<file path="src/rtl/instruction_fetch_unit.sv">
// Instruction fetch stage for an RV32I 5-stage pipeline.
// Owns the PC, drives the instruction memory read port, captures the
// returned word into the IF/ID register and hands it to decode with a
// valid/ready handshake. EX-stage redirects flush IF/ID; a redirect to a
// target that is not word aligned parks the stage in TRAP until an aligned
// redirect arrives.
module instruction_fetch_unit #(
  parameter logic [31:0] RESET_PC  = 32'h0000_0000,
  parameter logic [31:0] NOP_INSTR = 32'h0000_0013
) (
  input  logic        clk,
  input  logic        rst_n,
  input  logic        Redirect,
  input  logic [31:0] RedirectTarget,
  input  logic        IdReady,
  output logic        IMemEN,
  output logic [31:0] IMemAddr,
  input  logic [31:0] IMemData,
  output logic        IfIdValid,
  output logic [31:0] IfIdInstr,
  output logic [31:0] IfIdPC,
  output logic [31:0] IfIdPCPlus4,
  output logic        FetchMisalign
);

  typedef enum logic [1:0] {
    BOOT = 2'd0,
    RUN  = 2'd1,
    TRAP = 2'd2
  } state_t;

  state_t      state;
  logic [31:0] pc;

  // Next sequential fetch address; wraps naturally at 2^32.
  function automatic logic [31:0] pc_inc(input logic [31:0] addr);
    return addr + 32'd4;
  endfunction

  // A fetch target must be word aligned.
  function automatic logic is_misaligned(input logic [31:0] addr);
    return |addr[1:0];
  endfunction

  // The memory port presents the PC directly; fetches are only enabled in RUN.
  assign IMemAddr = pc;
  assign IMemEN   = (state == RUN);

  // PC, fetch state machine and IF/ID register, all updated together.
  always_ff @(posedge clk) begin
    if (!rst_n) begin
      state         <= BOOT;
      pc            <= RESET_PC;
      IfIdValid     <= 1'b0;
      IfIdInstr     <= NOP_INSTR;
      IfIdPC        <= 32'h0000_0000;
      IfIdPCPlus4   <= 32'h0000_0000;
      FetchMisalign <= 1'b0;
    end else begin
      unique case (state)
        // One idle cycle lets the memory image settle; redirects are ignored.
        BOOT: begin
          state <= RUN;
        end

        RUN: begin
          if (Redirect) begin
            // A redirect always wins, even over a stalled decode stage.
            pc        <= RedirectTarget;
            IfIdValid <= 1'b0;
            IfIdInstr <= NOP_INSTR;
            if (is_misaligned(RedirectTarget)) begin
              FetchMisalign <= 1'b1;
              state         <= TRAP;
            end
          end else if (IfIdValid && !IdReady) begin
            // Decode is stalled on a real instruction: hold everything.
            pc <= pc;
          end else begin
            IfIdInstr   <= IMemData;
            IfIdPC      <= pc;
            IfIdPCPlus4 <= pc_inc(pc);
            IfIdValid   <= 1'b1;
            pc          <= pc_inc(pc);
          end
        end

        TRAP: begin
          // Only a redirect can leave TRAP; a further bad target stays here.
          IfIdValid <= 1'b0;
          if (Redirect) begin
            pc <= RedirectTarget;
            if (!is_misaligned(RedirectTarget)) begin
              FetchMisalign <= 1'b0;
              state         <= RUN;
            end
          end
        end

        default: begin
          state <= BOOT;
        end
      endcase
    end
  end

endmodule

</file>
<file path="config.mk">
export PLATFORM = sky130hd
export DESIGN_NAME = instruction_fetch_unit
export DESIGN_NICKNAME = d
export VERILOG_FILES = /design/src/rtl/instruction_fetch_unit.sv
export SDC_FILE = /design/constraint.sdc
export NUM_CORES = 1
export LEC_CHECK = 0
export BUFFER_PORTS_ARGS = -buffer_cell sky130_fd_sc_hd__buf_4
export CAP_MARGIN = 20
export CORE_ASPECT_RATIO = 0.5
export CORE_UTILIZATION = 45
export CTS_CLUSTER_SIZE = 24
export DETAILED_ROUTE_END_ITERATION = 12
export PLACE_DENSITY = 0.83
export SYNTH_ARGS = -nofsm -noshare
export SYNTH_HDL_FRONTEND = slang
export SYNTH_SLANG_ARGS = --single-unit
</file>
<file path="constraint.sdc">
create_clock -name clk -period 2 [get_ports clk]
set_input_delay 0.1 -clock clk [delete_from_list [all_inputs] [get_ports clk]]
set_output_delay 0.1 -clock clk [all_outputs]
set_load 0.005 [all_outputs]
</file>
==> metrics.txt <==
run status=complete, no violations; highest ir drop seen on vdd=0.637 mV; count of buffers from port buffering=198; vias in the first global route=7002; Final Hold Fails=0; clock sink total=130; final period demand of the worst path=1.95 ns; clock skew after layout=0.00881 ns; largest driver fanout on the critical path=31; number of antenna violations at the first check in global routing=1; final count of pins violating max slew=0; average detailed-routed wire length per instance=19.1 µm; share of Yosys cell area claimed by the top area cell type=41.9%; Setup WS post-layout=0.0520 ns; worst hold-check path type=in -> reg; standard cell core area=13100 µm²; CTS tree=built; CTS HTree Levels=4; overall track demand over capacity in global routing=32.3%; clock buffer depth=2; Synth area leader=sky130_fd_sc_hd__dfxtp_1; transition at the pin with the smallest max-transition slack=0.517 ns; fin util=71.4%; area of the die=14300 µm²; clock root cell=sky130_fd_sc_hd__clkbuf_16; number of register bits inferred by synthesis=130; vias per cell=6.02; number of CTS-inserted buffers=17; HPWL after detailed placement=15.2 mm; type of the setup path with the least slack=reg -> reg; sort of element at the start of the critical path=flip-flop; cells taking the most area after synthesis=sky130_fd_sc_hd__dfxtp_1, sky130_fd_sc_hd__nand2_1, sky130_fd_sc_hd__a21oi_1; Mapped Nets=851; area of the mapped netlist=6210 µm²; post-detailed-route count of antenna-violating nets=0; Max Clock Freq=513 MHz; post-route clock period utilization=97.4%; number of DRC violations after detailed routing=0; worst min-delay path startpoint=RedirectTarget[19]; fraction of final layout cells sized beyond drive strength 1=33.3%; post-layout power=10.9 mW; count of nets after finishing=1104; Final Wtd Congestion=0.956; IO Count=199; data arrival time of the critical path=2.28 ns; static power due to leakage=3.76 nW; area overhead of the layout relative to synthesis=50.0%; number of filler cells placed in the layout=980; fraction of registers with async set or reset after synthesis=0%; Worst Hold Depth=4; cell count after placement=1138; synthesized instance count=778; proportion of synthesized chip area in sequential cells=41.9%; EDFF count, synth=0; wirelength, routed=23.2 mm; count of non-filler cells in the finished layout=1214; data required time of the critical path=2.33 ns; Yosys warning count=0; Clock Pin Slew Worst Setup and Hold Paths=0.06 ns; FF-to-FF path depth=8; synth unique cells=63; library cell with the highest instance count after synthesis=sky130_fd_sc_hd__dfxtp_1; beginning of the worst register-to-register path=state[1]; horizontal die dimension=168 µm; Chip Height=85.1 µm; final count of negative-setup-slack endpoints=0; Main synth FF type=sky130_fd_sc_hd__dfxtp_1; DRT iter0 DRCs=790; diode count=0; vias post-DR=7305; crit end category=flip-flop; pre-CTS setup slack=0.0376 ns; wire length of the first global-routing pass=36.3 mm; Pwr per Cell Area=1170 nW/µm²; number of placement rows=29; capture point of the worst reg-to-reg path=IfIdPCPlus4[26]; synthesized area per cell=7.99 µm²; Max-Cap Viols=0; leading post-synthesis cells by instance count=sky130_fd_sc_hd__dfxtp_1, sky130_fd_sc_hd__nand2_1, sky130_fd_sc_hd__a21oi_1, sky130_fd_sc_hd__nor2_1, sky130_fd_sc_hd__clkbuf_1; max_slew headroom=65.5%; effective utilization at floorplan=47.6%; worst min-delay path endpoint=IMemAddr[19]; Skew-Pair Late Insertion Delay=0.42 ns; drt pass-1 iters=5; R2R setup slack=0.05 ns; grt total ovfl=0; maximum number of pins on one net before global-route repair=40; final-layout setup total negative slack=0 ns
-- stage by stage --
step	hold slack [ns]	cell area, µm²
after floorplan	0.246	6210
after global placement	0.331	8210
after detailed placement	0.337	8210
after CTS	0.00538	9210
after global routing	0.0225	9320
final	0.0167	9320
-- metal layers --
layer  GRT usage [%]  vias to the layer above  routed length (µm)
met2            54.4                      435               11000
met5               0                        -                  12
met4            12.0                        2                 625
met1            40.9                     3446                9600
li1                -                     3341                   -
met3            7.46                       81                1990
-- flip-flops by register name, summed over array words and instances (netlist names) --
signal / flops
FetchMisalign: 1
state: 2
IfIdPC: 32
IfIdValid: 1
IfIdInstr: 32
IMemAddr: 32
IfIdPCPlus4: 30
-- cell usage in the layout, fill, tap and decap left out, drive strengths merged, types with 16 or more instances in the layout --
cell / n
dlygate4sd3: 39
nand3: 30
dfxtp: 130
nor3: 16
nand4: 18
o21ai: 46
a22oi: 31
a21oi: 63
nand2: 106
buf: 281
nor2: 62
clkbuf: 17
-- area by class of cell --
type / count / area (µm²) / share of cell area (%)
clock inverter: 15 / 181 / 1.95
inverter: 11 / 42.5 / 0.456
timing repair buffer: 320 / 2570 / 27.5
clock buffer: 17 / 425 / 4.56
sequential: 130 / 2610 / 28.0
tap: 170 / 213 / 2.28
multi-input combinational: 551 / 3290 / 35.3
-- logic make-up after synthesis --
group,share of synthesized area [%]
and+or+nand+nor,23.7
xor gates and xnor gates,1.83
buffers and inverters,6.58
adders and majority gates,1.01
muxes,0.685
DFF,41.9
AOI/OAI and AO/OA,24.4
-- worst max-delay path by stage --
stage,cells after the start,slack (ns),start,end
after CTS,6,0.03,state[0],IMemAddr[16]
after detailed placement,7,0.04,IMemAddr[3],IMemAddr[28]
after global placement,6,0.08,state[0],IMemAddr[16]
after floorplan,9,0.03,state[1],IfIdPCPlus4[24]
final,8,0.05,state[1],IfIdPCPlus4[26]
after global routing,8,-0.05,state[1],IfIdPCPlus4[26]
-- critical path, cell delays in order (launching register included) --
cell                      delay (ns)
sky130_fd_sc_hd__dfxtp_1        0.34
sky130_fd_sc_hd__inv_1          0.13
sky130_fd_sc_hd__ha_2           0.27
sky130_fd_sc_hd__nor2b_2        0.23
sky130_fd_sc_hd__and2_4         0.27
sky130_fd_sc_hd__buf_4          0.15
sky130_fd_sc_hd__buf_12         0.16
sky130_fd_sc_hd__o21ai_0        0.13
sky130_fd_sc_hd__nor3_1         0.19
-- power breakdown --
group | internal, mW | leakage [nW] | switching, mW
combinational | 1.92 | 2.41 | 2.20
sequential | 3.08 | 1.06 | 0.460
clock | 1.97 | 0.294 | 1.27
total | 6.97 | 3.76 | 3.93
-- repair_timing --
item                       in CTS  in global routing
setup endpoints to repair       1                 67
setup buffers                   0                  5
hold buffers                   39                  0
pin swaps                       0                  1
hold endpoints to repair       39                  0
resized for setup               1                 21
(Power assumes the default switching activity.)
